--- config.mk ---
export PLATFORM = sky130hd
export DESIGN_NAME = spinet_host
export DESIGN_NICKNAME = d
export VERILOG_FILES = /design/src/rtl/spinet_pkg.sv /design/src/rtl/spi_shift_reg.sv /design/src/rtl/spinet_host.sv
export SDC_FILE = /design/constraint.sdc
export NUM_CORES = 1
export LEC_CHECK = 0
export CAP_MARGIN = 10
export CORE_MARGIN = 4
export CORE_UTILIZATION = 29
export DETAILED_ROUTE_END_ITERATION = 16
export GPL_ROUTABILITY_DRIVEN = 0
export PLACE_DENSITY = 0.47
export SLEW_MARGIN = 10
export SYNTH_ARGS = -nofsm -noshare
export SYNTH_HDL_FRONTEND = slang
export SYNTH_HIERARCHICAL = 1
export SYNTH_SLANG_ARGS = --single-unit
--- constraint.sdc ---
create_clock -name clk -period 2 [get_ports clk]
set_input_delay 0.4 -clock clk [delete_from_list [all_inputs] [get_ports clk]]
set_output_delay 0.4 -clock clk [all_outputs]
set_load 0.01 [all_outputs]
--- src/rtl/spinet_pkg.sv ---
// Shared constants and host state encoding for the spinet host-side SPI master.
package spinet_pkg;

  localparam int WIDTH_DEF = 14;
  localparam int NULL_MAX  = 64;
  localparam logic [NULL_MAX-1:0] NULL_WORD = '0;

  typedef enum logic [2:0] {
    S_IDLE,
    S_SETUP,
    S_SHIFT,
    S_HOLD,
    S_GAP
  } host_state_e;

endpackage

--- src/rtl/spi_shift_reg.sv ---
// Parallel-load shift register: MSB goes out on a registered serial output, MISO enters at the LSB.
module spi_shift_reg #(
  parameter int WIDTH = 14
) (
  input  logic             clk,
  input  logic             rst,
  input  logic             load_i,
  input  logic [WIDTH-1:0] load_data_i,
  input  logic             shift_in_i,
  input  logic             sin_i,
  input  logic             shift_out_i,
  output logic             sout_o,
  output logic [WIDTH-1:0] word_o
);

  logic [WIDTH-1:0] sr_q, sr_d;
  logic             sout_q, sout_d;

  always_comb begin
    sr_d   = sr_q;
    sout_d = sout_q;
    if (load_i) begin
      sr_d   = load_data_i;
      sout_d = load_data_i[WIDTH-1];
    end else begin
      if (shift_in_i)  sr_d   = {sr_q[WIDTH-2:0], sin_i};
      if (shift_out_i) sout_d = sr_q[WIDTH-1];
    end
  end

  always_ff @(posedge clk or negedge rst) begin
    if (!rst) begin
      sr_q   <= '0;
      sout_q <= 1'b0;
    end else begin
      sr_q   <= sr_d;
      sout_q <= sout_d;
    end
  end

  assign sout_o = sout_q;
  assign word_o = sr_q;

endmodule

--- src/rtl/spinet_host.sv ---
// Host-side SPI master for one spinet ring node: word stream in, full-duplex frames out,
// captured non-null words returned through a one-entry rx buffer.
module spinet_host
  import spinet_pkg::*;
#(
  parameter int WIDTH  = WIDTH_DEF,
  parameter int CLKDIV = 2,
  parameter int GAP    = 2
) (
  input  logic             clk,
  input  logic             rst,
  input  logic [WIDTH-1:0] tx_data,
  input  logic             tx_valid,
  output logic             tx_ready,
  output logic [WIDTH-1:0] rx_data,
  output logic             rx_valid,
  input  logic             rx_ready,
  input  logic             node_txready,
  input  logic             node_rxready,
  output logic             MOSI,
  output logic             SCLK,
  output logic             SS,
  input  logic             MISO
);

  localparam int BCW = $clog2(WIDTH + 1);
  localparam int DW  = (CLKDIV > 1) ? $clog2(CLKDIV) : 1;
  localparam int GW  = $clog2(GAP + 1);
  localparam logic [DW-1:0]  DIV_LAST = DW'(CLKDIV - 1);
  localparam logic [BCW-1:0] BIT_LAST = BCW'(WIDTH - 1);
  // The IDLE cycle that launches the next frame is itself SS-high time, so GAP lingers GAP-1 cycles.
  localparam logic [GW-1:0]  GAP_LAST = GW'((GAP > 1) ? GAP - 2 : 0);

  host_state_e      state_q, state_d;
  logic             en_q;
  logic [DW-1:0]    div_q, div_d;
  logic [BCW-1:0]   bit_q, bit_d;
  logic [GW-1:0]    gap_q, gap_d;
  logic             sclk_q, sclk_d;
  logic             ss_q, ss_d;
  logic             rx_valid_q, rx_valid_d;
  logic [WIDTH-1:0] rx_data_q, rx_data_d;

  logic             tick, rx_free, tx_fire, capture;
  logic             sr_load, sr_shift_in, sr_shift_out, sr_sout;
  logic [WIDTH-1:0] sr_load_data, sr_word;

  assign tick     = (div_q == DIV_LAST);
  assign rx_free  = ~rx_valid_q | rx_ready;
  assign tx_ready = en_q & (state_q == S_IDLE) & node_txready & ~(rx_valid_q & ~rx_ready);
  assign tx_fire  = tx_valid & tx_ready;

  always_comb begin
    state_d      = state_q;
    div_d        = div_q;
    bit_d        = bit_q;
    gap_d        = gap_q;
    sclk_d       = sclk_q;
    ss_d         = ss_q;
    sr_load      = 1'b0;
    sr_load_data = tx_data;
    sr_shift_in  = 1'b0;
    sr_shift_out = 1'b0;
    capture      = 1'b0;
    case (state_q)
      S_IDLE: begin
        if (en_q && rx_free && (tx_fire || node_rxready)) begin
          sr_load      = 1'b1;
          sr_load_data = tx_fire ? tx_data : NULL_WORD[WIDTH-1:0];
          ss_d         = 1'b0;
          div_d        = '0;
          bit_d        = '0;
          state_d      = S_SETUP;
        end
      end
      S_SETUP: begin
        div_d = tick ? '0 : div_q + 1'b1;
        if (tick) state_d = S_SHIFT;
      end
      S_SHIFT: begin
        div_d = tick ? '0 : div_q + 1'b1;
        if (tick) begin
          sclk_d = ~sclk_q;
          if (!sclk_q) begin
            sr_shift_in = 1'b1;
          end else begin
            bit_d = bit_q + 1'b1;
            if (bit_q == BIT_LAST) state_d = S_HOLD;
            else                   sr_shift_out = 1'b1;
          end
        end
      end
      S_HOLD: begin
        div_d = tick ? '0 : div_q + 1'b1;
        if (tick) begin
          ss_d    = 1'b1;
          capture = 1'b1;
          gap_d   = '0;
          state_d = (GAP > 1) ? S_GAP : S_IDLE;
        end
      end
      S_GAP: begin
        gap_d = gap_q + 1'b1;
        if (gap_q == GAP_LAST) state_d = S_IDLE;
      end
      default: state_d = S_IDLE;
    endcase
  end

  always_comb begin
    rx_valid_d = rx_valid_q & ~rx_ready;
    rx_data_d  = rx_data_q;
    // Null replies carry no payload and must not overwrite the buffer.
    if (capture && (sr_word != '0)) begin
      rx_valid_d = 1'b1;
      rx_data_d  = sr_word;
    end
  end

  always_ff @(posedge clk or negedge rst) begin
    if (!rst) begin
      state_q    <= S_IDLE;
      en_q       <= 1'b0;
      div_q      <= '0;
      bit_q      <= '0;
      gap_q      <= '0;
      sclk_q     <= 1'b0;
      ss_q       <= 1'b1;
      rx_valid_q <= 1'b0;
      rx_data_q  <= '0;
    end else begin
      state_q    <= state_d;
      en_q       <= 1'b1;
      div_q      <= div_d;
      bit_q      <= bit_d;
      gap_q      <= gap_d;
      sclk_q     <= sclk_d;
      ss_q       <= ss_d;
      rx_valid_q <= rx_valid_d;
      rx_data_q  <= rx_data_d;
    end
  end

  spi_shift_reg #(.WIDTH(WIDTH)) u_sr (
    .clk         (clk),
    .rst         (rst),
    .load_i      (sr_load),
    .load_data_i (sr_load_data),
    .shift_in_i  (sr_shift_in),
    .sin_i       (MISO),
    .shift_out_i (sr_shift_out),
    .sout_o      (sr_sout),
    .word_o      (sr_word)
  );

  assign MOSI     = sr_sout & ~ss_q;
  assign SCLK     = sclk_q;
  assign SS       = ss_q;
  assign rx_valid = rx_valid_q;
  assign rx_data  = rx_data_q;

endmodule

* Word-level counts from Yosys, hierarchy flattened
Index checks and enable logic that the tools add are counted.
Word-level totals: register bits 43
Operators by class: reductions and logical operators 20, add/subtract/negate cells 3, eq/ne operators 12, bitwise operators 12, mux-type cells 38
Operators with widths (number):
- $mux 14 | 5
- $mux 3 | 7
- $mux 1 | 17
- $pmux 3 s5 | 1
- $reduce_bool 14->1 | 1
- $mux 4 | 3
- $ne 2x2->1 const B | 6
- $reduce_bool 2->1 | 6
- $pmux 4 s2 | 1
- $reduce_and 7->1 | 1
- $and 1x1->1 | 6
- $eq 3x2->1 const B | 2
- $reduce_and 2->1 | 3
- $not 1->1 | 5
- $add 4x1->4 const B | 1
- $eq 4x4->1 const B | 1
- $pmux 1 s2 | 2
- $pmux 2 s2 | 1
- $reduce_and 4->1 | 1
- $eq 3x1->1 const B | 1
- $eq 3x3->1 const B | 1
- $logic_and 1x1->1 | 3
- $logic_not 3->1 | 1
- $reduce_and 3->1 | 1
- other kinds (8) | 8

* Longest topological paths before layout
depth after elaboration 10, mapped depth 7, gate-level depth less buffers 6

* Modules after synthesis
The synthesis kept the hierarchy.
Modules (own cells, without submodules):
- spinet_host | instances 1, cells an instance 167, area each 1607.8 sq um
- spi_shift_reg | instances 1, cells an instance 63, area each 704.4 sq um

* Least setup slack after synthesis
Ideal clock, no wire load.
path type register to register, from register state_q[0], to register u_sr.sout_q (netlist: u_sr/sout_o), arrival time 1.624 ns, data required time 1.875 ns, buffers on the path 1, path slack 0.251 ns, cell stages (with the launch flop) 7, library setup time 0.125 ns, cell sequence dfrtp_1 -> buf_2 -> and4bb_2 -> nand2_1 -> nor2_1 -> mux2_2 -> mux2_2
On the way: elaborated cells on any way between the ends 16, classes of those cells eq/ne (1); mux (7); bitwise (4); reduce/logical (4)
RTL lines:
- start: declaration | line spinet_host.sv:34 | host_state_e state_q, state_d;
- start signal: assignment | line spinet_host.sv:132 | state_q <= state_d;
- $eq 3x2->1 | line spinet_host.sv:65 | case (state_q)
- $mux 1 | line spinet_host.sv:65
- net sr_shift_out | line spinet_host.sv:45 | logic sr_load, sr_shift_in, sr_shift_out, sr_sout;
- $reduce_bool 2->1 (no source line)
- end signal: assignment | line spi_shift_reg.sv:37 | sout_q <= sout_d;
- end: declaration | line spi_shift_reg.sv:17 | logic sout_q, sout_d;
The timed path passes the listed nets, and every way through them passes these cells. A chain may end at the register's enable or synchronous reset.

* Worst setup path after layout
Same ends and word-level chain as after synthesis.

==> flow_summary.ini <==
[floorplanning]
num_io_pins = 40
die_area_um2 = 9470
fp-row-count = 32
die-height_um = 97.3
start_util = 0.299
core_area_um2 = 7730
die_w_um = 97.3

[power_and_ir_drop]
swShare = 0.219
power.internal_mw = 1.25
combPwrFrac = 0.057
p_per_area_nw_per_um2 = 539
seq_power_share = 0.562
clkPwrFrac = 0.381
ir_drop_uv = 260
p_sw_uw = 350
p_leak_nw = 1.20

[run_status]
status = complete, no violations

[timing]
fin_ws_ns = 0.155
hold_viol = 0
timing.setup.tns_ns = 0
final.setup_skew_ns = 0.00406
post-route-period-util = 0.922
timing.final.max_slew_violations = 0
fmax_mhz = 542
period_needed_ns = 1.84
setup_viol = 0
holdWs_ns = 0.0382
rsz0062_at_grt = no

[critical_path]
startpoint = state_q[0]$_DFFE_PN0P_
max_stage_delay_ns = 0.41
start_kind = register
crit_family = multiplexers
r2r_end = u_sr/sout_o$_DFFE_PN0P_
path_common_cell = mux2_2
cp_max_fo = 12
crit_slowest_cell = dfrtp_1
cp-end-kind = register
r2r-start = state_q[0]$_DFFE_PN0P_
cp.arrival_ns = 2.03
reg2reg_depth = 6
worst-path-buf-inv = 1
crit_chain = buf_4, and4bb_2, nand2_1, nor2_1, mux2_2, mux2_2
worstPathRequired_ns = 2.18
regToRegSetupSlack_ns = 0.16
path_class = register to register

[place]
placed_area_um2 = 2860
portBuffers = 39
dp_worst_setup_slack_ns = -0.0913
dp_hpwl_mm = 3.93

[cts]
cts_buffer_depth = 2
cts_tree = yes
cts_htree_levels = 2
numCtsBuffers = 5
post_cts_buffers = 0
clock_sinks = 43
clk_pin_slew_ns = 0.08
insertion_delay_ns = 0.29
cts_hold_buffers = 0
cts-root-buf = clkbuf_8

[grt]
groute.usage.overall = 0.117
gr-total-overflow = 0
grt_first_pass_wirelength_mm = 8.90
antenna_found_initial = 0
grt_max_degree = 27
grt_pass1_vias = 1754

[synth]
syn_area_um2 = 2310
ys.flop_type = dfrtp_1
synth-warning-count = 6
ys_seq_area_frac = 0.466
synth_area_leaders = dfrtp_1 45%, mux2i_1 10%, nand2_1 4.4%, o21ai_0 3.9%, and2_1 3.8%
syn_area_per_cell_um2 = 10.1
synth_nets = 254
yosysUniqueCellTypes = 47
syn_inst = 230
synth.top_cell.area_share = 0.455
synth_edf_count = 0
post-synth-top-area-cell = dfrtp_1
synthArstFlopShare = 1.00
ys_ff_latch = 43

[final_layout]
drive_gt1_frac = 0.137
layout-area-overhead-vs-synth_pct = 28.5
fin_nets = 301
fin_area_um2 = 2970
diodes = 0

[drt]
via_per_inst = 4.60
routedWlPerCell_um = 14.0
vias = 1749
drcViolationCount = 0
drt_iter0_markers = 74
routed_wl_mm = 5.33
antenna_left = 0
drt_pre_antenna_iters = 4

[worst_hold_path]
worstHoldPathType = input port to async pin

[flow_run]
cap_violations = 0
[power groups by stage]
stage / Combinational (mW) / Clock (mW) / Sequential [mW]
global route: 0.103 / 0.676 / 0.903
global placement: 0.0939 / 0 / 0.918
finish: 0.0910 / 0.611 / 0.900
detailed placement: 0.0940 / 0 / 0.918
CTS: 0.0945 / 0.642 / 0.900
floorplan: 0.0273 / 0 / 0.912
[sequential cells by signal, indices dropped and copies added, names as in the netlist]
name,cells
SCLK,1
rx_valid,1
u_sr/sout_o,1
en_q,1
SS,1
rx_data,14
bit_q,4
div_q,1
gap_q,2
state_q,3
u_sr/word_o,14
[how the worst max path moves through the flow]
| stage | end | slack [ns] | cells after the start |
|---|---|---|---|
| 6_report | u_sr/sout_o$_DFFE_PN0P_ | 0.16 | 6 |
| 5_1_grt | u_sr/word_o[6]$_DFFE_PN0P_ | 0.04 | 6 |
| 4_1_cts | u_sr/word_o[11]$_DFFE_PN0P_ | 0.12 | 6 |
| 3_5_place_dp | tx_ready | -0.09 | 4 |
| 3_3_place_gp | tx_ready | -0.08 | 4 |
| 2_1_floorplan | u_sr/sout_o$_DFFE_PN0P_ | 0.25 | 6 |
[cells by family (layout without fill, tap and decap cells)]
kind of cell    count (synthesis)  after routing  share of synthesized area
simple gates                   79             79                      0.204
compound gates                 47             47                      0.121
flops                          43             43                      0.466
buf+inv                        28             76                     0.0633
mux                            27             27                      0.121
fa+ha+maj                       3              3                     0.0162
xor+xnor                        2              2                    0.00758
other cells                     1              1                    0.00162
[area by class of cell]
cell class	instances	area, µm²
multi-input cells	159	1100
repair buffers	54	509
flip-flops and latches	43	1080
inverters	14	52.6
well taps	102	128
fillers	772	4760
clock buffers	8	100
[layer usage]
| metal | up-vias | GRT usage | part of all wire |
|---|---|---|---|
| li1 | 888 | - | - |
| met1 | 827 | 0.158 | 0.49 |
| met2 | 28 | 0.185 | 0.46 |
| met3 | 6 | 0.0244 | 0.031 |
| met4 | 0 | 0.0415 | 0.016 |
| met5 | - | 0 | 0 |
[per-stage QoR]
step	utilization	power (mW)	cells
floorplan	-	0.939	230
global placement	0.370	1.01	372
detailed placement	0.370	1.01	372
CTS	0.384	1.64	380
global route	0.384	1.68	380
finish	0.384	1.60	380
[repair_timing]
action | in CTS | in global routing
setup endpoints to repair | 1 | 8
gates resized for setup | 4 | 1
gates cloned | 0 | 0
pin swaps | 0 | 0
[cell usage after synthesis, types with 2 or more instances]
| library cell | n |
|---|---|
| mux2_2 | 3 |
| o21ai_1 | 11 |
| and4_1 | 2 |
| nor4_1 | 2 |
| o211ai_1 | 4 |
| nand4_1 | 3 |
| nand2_1 | 27 |
| and2_1 | 14 |
| buf_6 | 4 |
| a21oi_1 | 3 |
| dfrtp_1 | 42 |
| nor2_1 | 9 |
| inv_1 | 14 |
| nor2b_1 | 2 |
| nand3_1 | 5 |
| or3_1 | 2 |
| a21boi_0 | 2 |
| a21o_1 | 2 |
| mux2i_1 | 23 |
| o21ai_0 | 18 |
| buf_2 | 9 |
| nor3_1 | 2 |
| ha_1 | 3 |
[cells in the final DEF (no fill, tap or decap), types with 4 or more instances in the layout]
cell / synthesis / routed
dfrtp_1: 42 / 41
o21ai_1: 11 / 11
o21ai_0: 18 / 18
inv_1: 14 / 14
buf_4: 0 / 14
o211ai_1: 4 / 4
nor2_1: 9 / 8
mux2i_1: 23 / 23
and2_1: 14 / 14
nand3_1: 5 / 5
clkdlybuf4s50_1: 0 / 37
nand2_1: 27 / 27
clkbuf_8: 0 / 7
Note: power is estimated with default switching activity, not from simulation.
